$ cat src/rtl/transpose_pkg.sv
// transpose_pkg
//   Shared definitions for the transpose read path: the read-controller
//   FSM encoding and the default geometry/latency constants that the
//   transpose memory and its read controller must agree on.
//   No ports (package).
package transpose_pkg;

  // Default geometry shared with the transpose memory
  localparam int DEF_MATRIX_DIM = 4;
  localparam int DEF_MEM_WIDTH  = 8;
  localparam int DEF_RD_LATENCY = 5;
  localparam int DEF_FIFO_DEPTH = 4;

  // Read-controller sequence states
  typedef enum logic [1:0] {
    IDLE  = 2'd0,
    ISSUE = 2'd1,
    DRAIN = 2'd2
  } state_e;

endpackage

$ cat src/rtl/transpose_read_ctrl_sync_fifo.sv
// sync_fifo
//   Single-clock FIFO used as the output buffer of the transpose read
//   controller. A push and a pop in the same cycle both take effect, even
//   when the FIFO is full. Pops of an empty FIFO are ignored.
// Ports:
//   clk, rst_n       clock, synchronous active-low reset
//   push, push_data  write strobe and data
//   pop              read strobe (head advances)
//   pop_data         current head entry (valid when empty=0)
//   empty            no entries stored
//   count            number of stored entries (0..DEPTH)
module sync_fifo #(
  parameter int WIDTH = 33,
  parameter int DEPTH = 4,
  localparam int PW = (DEPTH > 1) ? $clog2(DEPTH) : 1,
  localparam int CW = $clog2(DEPTH) + 1
) (
  input  logic             clk,
  input  logic             rst_n,
  input  logic             push,
  input  logic [WIDTH-1:0] push_data,
  input  logic             pop,
  output logic [WIDTH-1:0] pop_data,
  output logic             empty,
  output logic [CW-1:0]    count
);

  logic [WIDTH-1:0] mem_q [DEPTH];
  logic [WIDTH-1:0] mem_d [DEPTH];
  logic [PW-1:0]    wr_ptr_q, wr_ptr_d;
  logic [PW-1:0]    rd_ptr_q, rd_ptr_d;
  logic [CW-1:0]    count_q, count_d;
  logic             do_push, do_pop;

  // A full FIFO can still accept a push when the head leaves in the same
  // cycle, because the slot being written is not the one being read.
  assign do_pop  = pop & (count_q != '0);
  assign do_push = push & ((count_q != CW'(DEPTH)) | do_pop);

  // Next-state for storage, pointers and occupancy. DEPTH is a power of
  // two so the pointers wrap naturally.
  always_comb begin
    mem_d    = mem_q;
    wr_ptr_d = wr_ptr_q;
    rd_ptr_d = rd_ptr_q;
    if (do_push) begin
      mem_d[wr_ptr_q] = push_data;
      wr_ptr_d        = wr_ptr_q + PW'(1);
    end
    if (do_pop) begin
      rd_ptr_d = rd_ptr_q + PW'(1);
    end
    count_d = count_q + CW'(do_push) - CW'(do_pop);
  end

  // State registers; storage is cleared too so no stale row survives reset.
  always_ff @(posedge clk) begin
    if (!rst_n) begin
      for (int i = 0; i < DEPTH; i++) begin
        mem_q[i] <= '0;
      end
      wr_ptr_q <= '0;
      rd_ptr_q <= '0;
      count_q  <= '0;
    end else begin
      mem_q    <= mem_d;
      wr_ptr_q <= wr_ptr_d;
      rd_ptr_q <= rd_ptr_d;
      count_q  <= count_d;
    end
  end

  assign pop_data = mem_q[rd_ptr_q];
  assign empty    = (count_q == '0);
  assign count    = count_q;

endmodule

$ cat src/rtl/transpose_read_ctrl.sv
// transpose_read_ctrl
//   Reads a whole MATRIX_DIM x MATRIX_DIM matrix out of the transpose
//   memory one column at a time and streams the columns out through a
//   valid/ready interface. Reads are only issued while the output buffer
//   has room for every read still in flight, so returning data is never
//   dropped even under sustained backpressure.
// Ports:
//   clk, rst_n            clock, synchronous active-low reset
//   start                 begin a full-matrix read (only honoured when idle)
//   busy                  a sequence is in progress
//   done                  one-cycle pulse when the last column has left
//   mem_ren, mem_raddr    read strobe and column index to the memory
//   mem_rdata             column data, RD_LATENCY cycles after mem_ren
//   out_data, out_valid,
//   out_ready, out_last   output stream; out_last marks the final column
module transpose_read_ctrl
  import transpose_pkg::*;
#(
  parameter int MATRIX_DIM = DEF_MATRIX_DIM,
  parameter int MEM_WIDTH  = DEF_MEM_WIDTH,
  parameter int ROW_WIDTH  = MATRIX_DIM * MEM_WIDTH,
  parameter int ADDR_LEN   = $clog2(MATRIX_DIM),
  parameter int RD_LATENCY = DEF_RD_LATENCY,
  parameter int FIFO_DEPTH = DEF_FIFO_DEPTH
) (
  input  logic                 clk,
  input  logic                 rst_n,
  input  logic                 start,
  output logic                 busy,
  output logic                 done,
  output logic                 mem_ren,
  output logic [ADDR_LEN-1:0]  mem_raddr,
  input  logic [ROW_WIDTH-1:0] mem_rdata,
  output logic [ROW_WIDTH-1:0] out_data,
  output logic                 out_valid,
  input  logic                 out_ready,
  output logic                 out_last
);

  // Occupancy/inflight counts hold 0..FIFO_DEPTH; credit gets one extra
  // bit so the subtraction can never wrap.
  localparam int CW  = $clog2(FIFO_DEPTH) + 1;
  localparam int CRW = CW + 1;

  state_e                state_q, state_d;
  logic [ADDR_LEN-1:0]   col_q, col_d;
  logic [CW-1:0]         inflight_q, inflight_d;
  logic [RD_LATENCY-1:0] pipe_valid_q, pipe_valid_d;
  logic [RD_LATENCY-1:0] pipe_last_q, pipe_last_d;

  logic [CW-1:0]         fifo_count;
  logic                  fifo_empty;
  logic [ROW_WIDTH:0]    fifo_rdata;
  logic [CRW-1:0]        credit;
  logic                  issue;
  logic                  push;
  logic                  pop;
  logic                  last_col;

  assign credit   = CRW'(FIFO_DEPTH) - CRW'(fifo_count) - CRW'(inflight_q);
  assign last_col = (col_q == ADDR_LEN'(MATRIX_DIM - 1));
  assign push     = pipe_valid_q[RD_LATENCY-1];
  assign pop      = ~fifo_empty & out_ready;

  // Sequencer: issue one read per cycle while credit allows, then wait for
  // every issued column to leave the buffer before signalling done.
  always_comb begin
    state_d = state_q;
    col_d   = col_q;
    issue   = 1'b0;
    busy    = 1'b0;
    done    = 1'b0;
    case (state_q)
      IDLE: begin
        if (start) begin
          state_d = ISSUE;
          col_d   = '0;
        end
      end
      ISSUE: begin
        busy = 1'b1;
        if (credit != '0) begin
          issue = 1'b1;
          col_d = col_q + ADDR_LEN'(1);
          if (last_col) begin
            state_d = DRAIN;
          end
        end
      end
      DRAIN: begin
        busy = 1'b1;
        if ((inflight_q == '0) && fifo_empty && !push) begin
          done    = 1'b1;
          state_d = IDLE;
        end
      end
      default: begin
        state_d = IDLE;
      end
    endcase
  end

  assign mem_ren   = issue;
  assign mem_raddr = issue ? col_q : '0;

  // Latency tracker: each issued read walks down the shift pipe and is
  // pushed into the buffer when it reaches the end, exactly as its data
  // appears on mem_rdata. The last flag rides along with it.
  always_comb begin
    pipe_valid_d = RD_LATENCY'({pipe_valid_q, issue});
    pipe_last_d  = RD_LATENCY'({pipe_last_q, issue & last_col});
    inflight_d   = inflight_q + CW'(issue) - CW'(push);
  end

  // State registers. Clearing the pipe on reset is what makes late
  // mem_rdata from an aborted sequence harmless.
  always_ff @(posedge clk) begin
    if (!rst_n) begin
      state_q      <= IDLE;
      col_q        <= '0;
      inflight_q   <= '0;
      pipe_valid_q <= '0;
      pipe_last_q  <= '0;
    end else begin
      state_q      <= state_d;
      col_q        <= col_d;
      inflight_q   <= inflight_d;
      pipe_valid_q <= pipe_valid_d;
      pipe_last_q  <= pipe_last_d;
    end
  end

  sync_fifo #(
    .WIDTH (ROW_WIDTH + 1),
    .DEPTH (FIFO_DEPTH)
  ) u_out_fifo (
    .clk       (clk),
    .rst_n     (rst_n),
    .push      (push),
    .push_data ({pipe_last_q[RD_LATENCY-1], mem_rdata}),
    .pop       (pop),
    .pop_data  (fifo_rdata),
    .empty     (fifo_empty),
    .count     (fifo_count)
  );

  // Outputs are gated with valid so an empty buffer always shows zeros.
  assign out_valid = ~fifo_empty;
  assign out_data  = out_valid ? fifo_rdata[ROW_WIDTH-1:0] : '0;
  assign out_last  = out_valid & fifo_rdata[ROW_WIDTH];

endmodule

$ cat config.mk
export PLATFORM = sky130hd
export DESIGN_NAME = transpose_read_ctrl
export DESIGN_NICKNAME = d
export VERILOG_FILES = /design/src/rtl/transpose_pkg.sv /design/src/rtl/transpose_read_ctrl_sync_fifo.sv /design/src/rtl/transpose_read_ctrl.sv
export SDC_FILE = /design/constraint.sdc
export NUM_CORES = 1
export LEC_CHECK = 0
export CAP_MARGIN = 0
export CORE_ASPECT_RATIO = 1.25
export CORE_UTILIZATION = 35
export DETAILED_ROUTE_END_ITERATION = 8
export SKIP_CTS_REPAIR_TIMING = 1
export SYNTH_ARGS = -nofsm -noshare
export SYNTH_HDL_FRONTEND = slang
export SYNTH_HIERARCHICAL = 1
export SYNTH_SLANG_ARGS = --single-unit
$ cat constraint.sdc
create_clock -name clk -period 3.1 [get_ports clk]
set_input_delay 0.775 -clock clk [delete_from_list [all_inputs] [get_ports clk]]
set_output_delay 0.775 -clock clk [all_outputs]
set_load 0.005 [all_outputs]
==> metrics.md, run 1 <==
| Metric | Value |
|---|---|
| Routed len/inst | `15.1 um` |
| Sequential share of power | `42.9%` |
| Post-Syn Nets | `732` |
| Slew @ Worst Pin | `1.16 ns` |
| First-pass GRT wire length | `25300 um` |
| FP Rows | `58` |
| CTS Sinks | `156` |
| Area of the multi-input gates | `roughly 3800 um^2` |
| I/O Buffers | `74` |
| Area grow syn2layout | `25.6%` |
| Die ar. | `21000 um^2` |
| Cts bufs inserted | `17` |
| Crit-path most repeated cell | `ha_4` |
| Commonest cells in the netlist | `nand2_1, dfxtp_1, mux2i_1` |
| Tot Pwr | `4.83 mW` |
| Startpoint class of the critical path | `flip-flop` |
| Worst Skew | `0.00598 ns` |
| Cells after Synth | `677` |
| HP Class | `reg2reg` |
| Post-synth top flop | `dfxtp_1` |
| Fmax | `0.296 GHz` |
| Layout cells sized above 1 | `16.8%` |
| Post-detail-place hpwl | `9500 um` |
| Status | `complete, but fails checks` |
| P_leak | `3.06 nW` |
| Fillers | `slightly below 2000` |
| Synth warn | `6` |
| Setup-failing EPs final | `3` |
| Most instantiated library cell after synthesis | `nand2_1` |
| FF-to-FF setup slack | `0.08 ns` |
| Fin. Hold Viols | `0` |
| Largest fanout on the critical path | `4` |
| Area leader, netlist | `dfxtp_1` |
| Overflow after GRT | `0` |
| Clk buf depth | `2` |
| Tcrit/Tclk final | `109%` |
| P_int | `approximately 3.7 mW` |
| CP Cell Sequence | `ha_4 > inv_2 > ha_4 > fa_1 > or3_4 > or2_4 > and3_4 > buf_6` |
| Max-slew violation count | `0` |
| Critical path type | `reg2out` |
| Post-synthesis sequential area ratio | `between 40% and 50%` |
| Post-synth top area share | `about 44%` |
| Comb power frac | `around an eighth` |
| Routed wire length | `15700 um` |
| Post-DP Area | `8240 um^2` |
| Sequential cell area | `between 3000 and 4000 um^2` |
| Cells after DPL | `1004` |
| DRC Markers | `0` |
| Starting density of the core | `35.7%` |
| Final core occ | `44.8%` |
| Sw Ratio | `23.8%` |
| Ys async rst share | `0%` |
| Clock network power share | `43.8%` |
| DR iter-0 viols | `235` |
| Worst-Skew Late Latency | `around 0.42 ns` |
| Critical Path Sink Type | `output pin` |
| Remaining antenna violation count | `0` |
| Number of enable flip-flop cells after synthesis | `0` |
| I/O pin count | `75` |
| CTS HTree Levels | `4` |
| Post-DR vias/cell | `around 4.7` |
| Drt pass-1 iters | `4` |
| RSZ-0062 raised after global routing | `true` |
| CP Data Required Time | `2.32 ns` |
| Synthesized area per cell | `about 11 um^2` |
| Vias in the first global route | `5010` |
| Failing checks | `negative setup slack` |
| Worst Path Arrival | `2.61 ns` |
| Fin area | `8970 um^2` |
| Antenna violations before repair | `0` |
| CP max stage cell | `fa_1` |
| Fin cells | `1040` |
| PD cells | `538 nW/um^2` |
| Tmin final | `3.38 ns` |
| CORE AREA | `20000 um^2` |
| Die H | `162 um` |
| Antenna Cells | `0` |
| Cell Area, Synth | `7140 um^2` |
| Final worst-path setup slack | `-0.283 ns` |
| Nets | `813` |
| Family with the most delay on the worst path | `simple AND/OR/NAND/NOR gates` |
| Max-cap viol count | `0` |
| Die W | `130 um` |
| Yosys cell types | `40` |
| Worst vdd ir | `456 uV` |
| Max incr delay on CP | `between 0.4 and 0.5 ns` |
| Synth area leaders | `dfxtp_1, mux2i_1, mux4_2` |
| Gr usage total | `15.7%` |
| Bufs and invs on worst path | `2` |
| Slew margin rel. | `around 23%` |
| Switching Power | `about 1.2 mW` |
| Vias | `4911` |
| Root Buffer | `clkbuf_16` |
| Seq cells post-synth | `156` |
| Clk pin slew, worst setup/hold paths | `~0.060 ns` |
| TritonCTS clock tree | `built` |
| Largest net degree at the start of global routing | `69` |
| Placer Congestion | `0.735` |
layer usage:
| layer | global-route usage (%) | routed length (um) | up-vias |
|---|---|---|---|
| met5 | 0 | 0 | - |
| met4 | 4.92 | 169 | 0 |
| met3 | 3.99 | 533 | 16 |
| met2 | 26.4 | 7770 | 71 |
| met1 | 19.4 | 7220 | 2375 |
| li1 | - | - | 2449 |
stage by stage:
step                      worst slack (ns)  hold WS (ns)  setup TNS (ns)
after floorplan                     0.0459         0.412               0
after global placement              -0.218         0.415           -3.60
after detailed placement            -0.224         0.419           -4.60
after CTS                           -0.689         0.440           -3.61
after global routing                -0.354         0.445           -1.07
final                               -0.283         0.434          -0.812
cell type report:
| type | count | share of cell area, % |
|---|---|---|
| multi-input cells | 458 | 42.0 |
| flip-flops and latches | 156 | 34.9 |
| repair buffers | 107 | 11.9 |
| clock buffers | 19 | 5.05 |
| well taps | 270 | 3.77 |
| clock inverters | 12 | 1.63 |
| inverters | 18 | 0.753 |
registers in the layout, indices dropped and copies added, names as in the netlist:
register / count
u_out_fifo/mem_q: 132
pipe_last_q: 5
pipe_valid_q: 5
inflight_q: 3
u_out_fifo/count: 3
col_q: 2
state_q: 2
u_out_fifo/rd_ptr_q: 2
u_out_fifo/wr_ptr_q: 2
path summary, 6_finish.rpt:
kind	end	depth (start not counted)	startpoint
hold reg to reg	pipe_valid_q[4]$_SDFF_PN0_	1	pipe_valid_q[3]$_SDFF_PN0_
setup reg to reg	inflight_q[2]$_SDFF_PN0_	14	inflight_q[1]$_SDFF_PN0_
hold / removal	pipe_valid_q[4]$_SDFF_PN0_	1	pipe_valid_q[3]$_SDFF_PN0_
setup / recovery	mem_raddr[1]	8	inflight_q[1]$_SDFF_PN0_
worst register-to-register path, stage by stage, from the launching register on:
cell,delay (ns)
dfxtp_2,0.33
ha_4,0.26
inv_2,0.03
ha_4,0.14
fa_1,0.45
or3_4,0.40
or2_4,0.28
and2_4,0.17
buf_6,0.11
ha_4,0.14
inv_2,0.05
fa_2,0.21
xnor2_2,0.12
xnor2_1,0.08
and2_1,0.15
power groups by stage:
stage	registers [mW]	clock network (mW)	logic [mW]
after detailed placement	2.12	0	0.586
after CTS	2.07	2.17	0.589
after global routing	2.08	2.26	0.711
after global placement	2.11	0	0.588
final	2.07	2.12	0.639
after floorplan	2.11	0	0.356
placed cells by master, fill, tap and decap left out, types with 4 or more instances in the layout:
cell             count
mux4_2              33
mux2i_1            135
clkbuf_16           19
clkinv_2             5
and2b_1              4
nor2_4               4
inv_1               16
clkdlybuf4s50_1     70
dfxtp_2              4
buf_4               26
and2_1              13
nor2b_1             32
dfxtp_1            151
buf_12               4
nand2_1            180
ha_1                12
nor2_1               4
kinds of logic after synthesis:
| kind of cell | count (synthesis) | synth area share (%) |
|---|---|---|
| AND/OR/NAND/NOR | 254 | 16.5 |
| buffers and inverters | 63 | 4.87 |
| XOR/XNOR | 5 | 0.613 |
| multiplexers | 168 | 29.3 |
| adder cells (fa/ha/maj) | 19 | 3.64 |
| flip-flops | 156 | 43.7 |
| AO/OA/AOI/OAI | 12 | 1.33 |
(Power assumes the default switching activity.)
==> inputs of run 2 (changes only) <==
Clock period 3.1 ns to 3.3 ns, I/O delays scaled along.
==> run 2 against run 1 <==
  * The flow still finishes with violations (negative setup slack)
  * First-iteration DRC count grew 11%
  * Global-route usage down 0.45 points
  * Combinational power is 12% lower
  * Sequential power shrank 6%
  * Die area did not move
  * Non-clock buffer count decreased by 9
  * Final cell count shrank 0.96%
  * Via count is 1.7% lower
  * Core utilization is 0.64 points lower
  * Sequential share of layout area is 0.48 points higher
  * Setup slack gained 0.14 ns
  * Critical path type unchanged
  * Largest cell class unchanged
  * Largest power group unchanged
==> metrics.md, run 2 (synthesis results as in run 1) <==
| Metric | Value |
|---|---|
| TritonCTS clock tree | `built` |
| P_leak | `3.00 nW (-2.1%)` |
| PD cells | `511 nW/um^2 (-5.1%)` |
| I/O pin count | `75 (unchanged)` |
| Slew margin rel. | `30.0% (+7.4 points)` |
| Family with the most delay on the worst path | `simple AND/OR/NAND/NOR gates` |
| Die H | `162 um (unchanged)` |
| CTS HTree Levels | `4 (unchanged)` |
| Clk buf depth | `2 (unchanged)` |
| Startpoint class of the critical path | `flip-flop` |
| Bufs and invs on worst path | `2 (unchanged)` |
| Final worst-path setup slack | `-0.138 ns (+0.145 ns)` |
| CTS Sinks | `156 (unchanged)` |
| Routed wire length | `15000 um (-4.2%)` |
| Fin. Hold Viols | `0 (unchanged)` |
| Top reg by flops | `u_out_fifo/mem_q` |
| Status | `complete, but fails checks` |
| Worst vdd ir | `378 uV (-17%)` |
| Placer Congestion | `0.722 (-1.8%)` |
| Fin area | `8840 um^2 (-1.4%)` |
| HP Class | `reg2reg` |
| Tmin final | `3.44 ns` |
| Routed len/inst | `14.6 um (-3.3%)` |
| Die ar. | `21000 um^2 (unchanged)` |
| I/O Buffers | `74 (unchanged)` |
| Vias | `4826 (-1.7%)` |
| Starting density of the core | `35.7% (unchanged)` |
| Max-slew violation count | `0 (unchanged)` |
| DR iter-0 viols | `260 (+11%)` |
| Post-DP Area | `8210 um^2 (-0.38%)` |
| First-pass GRT wire length | `24400 um (-3.7%)` |
| Antenna Cells | `0 (unchanged)` |
| CP max stage cell | `fa_1` |
| Tcrit/Tclk final | `104%` |
| CP Data Required Time | `2.47 ns (+0.15 ns)` |
| Drt pass-1 iters | `5 (+1)` |
| Remaining antenna violation count | `0 (unchanged)` |
| Vias in the first global route | `4743 (-5.3%)` |
| RSZ-0062 raised after global routing | `true` |
| Largest fanout on the critical path | `4 (unchanged)` |
| Area grow syn2layout | `23.8%` |
| Critical path type | `reg2out` |
| DRC Markers | `0 (unchanged)` |
| Setup-failing EPs final | `3 (unchanged)` |
| Overflow after GRT | `0 (unchanged)` |
| Max reg flops | `132 (unchanged)` |
| Root Buffer | `clkbuf_16` |
| Max incr delay on CP | `0.45 ns (about the same)` |
| FP Rows | `58 (unchanged)` |
| Largest net degree at the start of global routing | `107 (+55%)` |
| Commonest non-fill, non-tap cells in the layout | `nand2_1, dfxtp_1, mux2i_1` |
| Max-cap viol count | `0 (unchanged)` |
| CP Cell Sequence | `ha_4 > inv_2 > ha_4 > fa_1 > or3_4 > or2_4 > and3_4 > buf_6` |
| Worst Skew | `0.00500 ns (-0.000975 ns)` |
| Post-detail-place hpwl | `9290 um (-2.2%)` |
| Final hold slack | `0.431 ns (-0.00310 ns)` |
| Failing checks | `negative setup slack` |
| Commonest non-fill, non-tap cell in the layout | `nand2_1` |
| Layout cells sized above 1 | `14.6% (-2.1 points)` |
| Gr usage total | `15.2% (-0.45 points)` |
| Crit-path most repeated cell | `ha_4` |
| Cts bufs inserted | `17 (unchanged)` |
| Die W | `130 um (unchanged)` |
| Critical Path Sink Type | `output pin` |
| Worst-Skew Late Latency | `0.42 ns (about the same)` |
| Slew @ Worst Pin | `1.05 ns (-0.110 ns)` |
| Fmax | `0.291 GHz` |
| Post-DR vias/cell | `4.69 (-0.78%)` |
| Worst Path Arrival | `2.61 ns (about the same)` |
| Antenna violations before repair | `0 (unchanged)` |
| Largest regs | `u_out_fifo/mem_q (132), pipe_last_q (5), pipe_valid_q (5)` |
| Clk pin slew, worst setup/hold paths | `0.06 ns (about the same)` |
| CORE AREA | `20000 um^2 (unchanged)` |
| Nets | `804 (-1.1%)` |
[run 2: final timing paths]
path	start	to	slack, ns	depth (start not counted)
min	pipe_last_q[1]$_SDFF_PN0_	pipe_last_q[2]$_SDFF_PN0_	0.43	1
min reg2reg	pipe_last_q[1]$_SDFF_PN0_	pipe_last_q[2]$_SDFF_PN0_	0.43	1
max	inflight_q[1]$_SDFF_PN0_	mem_raddr[0]	-0.14	8
max reg2reg	inflight_q[1]$_SDFF_PN0_	inflight_q[2]$_SDFF_PN0_	0.13	15
[run 2: per-stage QoR]
step / utilization [%] / setup slack (ns) / power (mW) / TNS [ns] / cells
after CTS: 44.0 / -0.544 / 4.54 / -1.63 / 1029
after detailed placement: 41.0 / -0.0627 / 2.52 / -0.186 / 999
final: 44.2 / -0.138 / 4.52 / -0.381 / 1030
after floorplan: - / 0.0634 / 2.32 / 0 / 677
after global placement: 41.0 / -0.0653 / 2.52 / -0.190 / 999
after global routing: 44.2 / -0.204 / 4.71 / -0.576 / 1030
[run 2: report_power, final]
group / internal (mW) / total [mW] / switching [mW]
sequential: 1.92 / 1.95 / 0.0257
combinational: 0.292 / 0.562 / 0.270
clock: 1.27 / 2.00 / 0.731
[run 2: layout make-up]
class                      count  area, um^2
clock buffer                  22         454
clock inverter                 8         143
fill                        1967       11200
inverter                      18        67.6
multi-input combinational    458        3740
sequential                   156        3130
tap                          270         338
timing repair buffer          98         976
[run 2: metal layers]
layer  track usage, %  wire (um)
met2             24.7       7160
met3             3.33        425
met5                0          0
met4             5.71        221
met1             19.7       7230
==> inputs of run 3 (changes only) <==
Settings changed: ABC_CLOCK_PERIOD_IN_PS set to 2900, SLEW_MARGIN set to 20.
Clock period 3.3 ns to 2.9 ns, I/O delays scaled along.
==> run 3 against run 2 <==
  * The run still ends with negative setup slack left
  * Clock power up 15%
  * Highest routed layer unchanged
  * Global-route usage increased by 1.5 points
  * Register-to-register slack worse by 0.23 ns
  * Core utilization grew 2.5 points
  * Clock skew increased by 0.0019 ns
  * Sequential cell count unchanged
  * Critical path depth unchanged
  * Power rose by 15%
  * Design area up 5.7%
==> metrics.md, run 3 (synthesis results as in run 1) <==
| Metric | Value |
|---|---|
| CORE AREA | `20000 um^2 (unchanged)` |
| P_leak | `3.69 nW (+23%)` |
| Reg2reg end | `inflight_q[2]$_SDFF_PN0_` |
| Setup-failing EPs final | `5 (+2)` |
| Max-cap viol count | `0 (unchanged)` |
| Commonest non-fill, non-tap cell in the layout | `nand2_1` |
| First-pass GRT wire length | `27000 um (+11%)` |
| Drt pass-1 iters | `5 (unchanged)` |
| FF-to-FF setup slack | `-0.10 ns (-0.23 ns)` |
| DR iter-0 viols | `264 (+1.5%)` |
| Fin Setup TNS | `-1.38 ns (-0.996 ns)` |
| Clk pin slew, worst setup/hold paths | `0.06 ns (about the same)` |
| Top reg by flops | `u_out_fifo/mem_q` |
| Post-detail-place hpwl | `10900 um (+17%)` |
| Startpoint class of the critical path | `flip-flop` |
| Antenna violations before repair | `0 (unchanged)` |
| CTS HTree Levels | `4 (unchanged)` |
| Largest regs | `u_out_fifo/mem_q (132), pipe_last_q (5), pipe_valid_q (5)` |
| Placer Congestion | `0.703 (-2.7%)` |
| Tcrit/Tclk final | `114%` |
| I/O Buffers | `74 (unchanged)` |
| Largest fanout on the critical path | `4 (unchanged)` |
| Fmax | `0.302 GHz` |
| Routed wire length | `17200 um (+15%)` |
| Die ar. | `21000 um^2 (unchanged)` |
| CTS Sinks | `156 (unchanged)` |
| Antenna Cells | `0 (unchanged)` |
| HP Class | `reg2reg` |
| CP Data Required Time | `2.17 ns (-0.30 ns)` |
| Vias | `5181 (+7.4%)` |
| R2r worst-path depth | `14 (-1)` |
| Status | `complete, but fails checks` |
| Failing checks | `negative setup slack` |
| Die W | `130 um (unchanged)` |
| Routed len/inst | `16.2 um (+11%)` |
| FP Rows | `58 (unchanged)` |
| Tmin final | `3.31 ns` |
| I/O pin count | `75 (unchanged)` |
| Vias in the first global route | `5402 (+14%)` |
| PD cells | `557 nW/um^2 (+9.1%)` |
| Area grow syn2layout | `30.9%` |
| Critical path type | `reg2out` |
| Slew margin rel. | `41.7% (+12 points)` |
| Crit path from | `u_out_fifo/count[1]$_SDFF_PN0_` |
| Gr usage total | `16.7% (+1.5 points)` |
| Final worst-path setup slack | `-0.411 ns (-0.273 ns)` |
| Fin area | `9350 um^2 (+5.7%)` |
| Slew @ Worst Pin | `0.872 ns (-0.176 ns)` |
| Layout cells sized above 1 | `19.3% (+4.7 points)` |
| Root Buffer | `clkbuf_16` |
| Termination of the worst setup path | `mem_raddr[1]` |
| Overflow after GRT | `0 (unchanged)` |
| Worst-Skew Late Latency | `0.43 ns (about the same)` |
| Place WS | `-0.289 ns (-0.226 ns)` |
| Post-DP Area | `8320 um^2 (+1.4%)` |
| Largest net degree at the start of global routing | `62 (-42%)` |
| Die H | `162 um (unchanged)` |
| Clk buf depth | `2 (unchanged)` |
| Worst Path Arrival | `2.59 ns (-0.02 ns)` |
| Worst vdd ir | `393 uV (+3.8%)` |
| FF-to-FF Start | `u_out_fifo/count[1]$_SDFF_PN0_` |
| Worst Skew | `0.00693 ns (+0.00193 ns)` |
| Nets | `838 (+4.2%)` |
| Post-DR vias/cell | `4.86 (+3.7%)` |
| Fin. Hold Viols | `0 (unchanged)` |
| Max-slew violation count | `0 (unchanged)` |
| Starting density of the core | `35.7% (unchanged)` |
| Remaining antenna violation count | `0 (unchanged)` |
| Max reg flops | `132 (unchanged)` |
| DRC Markers | `0 (unchanged)` |
| Commonest non-fill, non-tap cells in the layout | `nand2_1, dfxtp_1, mux2i_1` |
| RSZ-0062 raised after global routing | `true` |
| Critical Path Sink Type | `output pin` |
| TritonCTS clock tree | `built` |
| Tot Pwr | `5.21 mW (+15%)` |
| Cts bufs inserted | `17 (unchanged)` |
-- run 3: how the worst min path moves through the flow --
stage / from / end / slack [ns] / depth (start not counted)
final: pipe_last_q[0]$_SDFF_PN0_ / pipe_last_q[1]$_SDFF_PN0_ / 0.43 / 1
after global routing: pipe_last_q[0]$_SDFF_PN0_ / pipe_last_q[1]$_SDFF_PN0_ / 0.45 / 1
after CTS: pipe_last_q[0]$_SDFF_PN0_ / pipe_last_q[1]$_SDFF_PN0_ / 0.44 / 1
after detailed placement: pipe_last_q[0]$_SDFF_PN0_ / pipe_last_q[1]$_SDFF_PN0_ / 0.42 / 1
after global placement: pipe_last_q[3]$_SDFF_PN0_ / pipe_last_q[4]$_SDFF_PN0_ / 0.42 / 1
after floorplan: pipe_last_q[0]$_SDFF_PN0_ / pipe_last_q[1]$_SDFF_PN0_ / 0.41 / 1
-- run 3: final cells by class --
class / count / area [um^2]
inverters: 18 / 67.6
flip-flops and latches: 156 / 3140
fillers: 1844 / 10700
multi-input cells: 458 / 3770
clock inverters: 13 / 165
repair buffers: 132 / 1420
well taps: 270 / 338
clock buffers: 19 / 453
-- run 3: per-layer routing --
| layer | wire length (um) | vias up | track usage, % |
|---|---|---|---|
| li1 | - | 2508 | - |
| met1 | 7460 | 2571 | 19.8 |
| met2 | 8890 | 81 | 28.8 |
| met3 | 582 | 21 | 3.72 |
| met4 | 311 | 0 | 7.35 |
| met5 | 0 | - | 0 |
-- run 3: through the flow --
| step | hold slack (ns) | utilization [%] | instances |
|---|---|---|---|
| 2_1_floorplan | 0.412 | - | 677 |
| 3_3_place_gp | 0.417 | 41.5 | 1005 |
| 3_5_place_dp | 0.418 | 41.5 | 1005 |
| 4_1_cts | 0.437 | 44.6 | 1037 |
| 5_1_grt | 0.449 | 46.7 | 1066 |
| 6_report | 0.434 | 46.7 | 1066 |
-- run 3: power by group --
part | switching, mW | internal, mW
Clock | 0.905 | 1.40
Combinational | 0.330 | 0.356
Sequential | 0.0294 | 2.18
Total | 1.26 | 3.94
-- run 3: critical path, cell delays in order, from the launching register on --
cell and delay [ns]:
dfxtp_4 0.35, ha_4 0.25, inv_2 0.03, ha_4 0.15, fa_1 0.45, or3_4 0.40, or2_4 0.26, and3_4 0.18
clkbuf_2 0.10
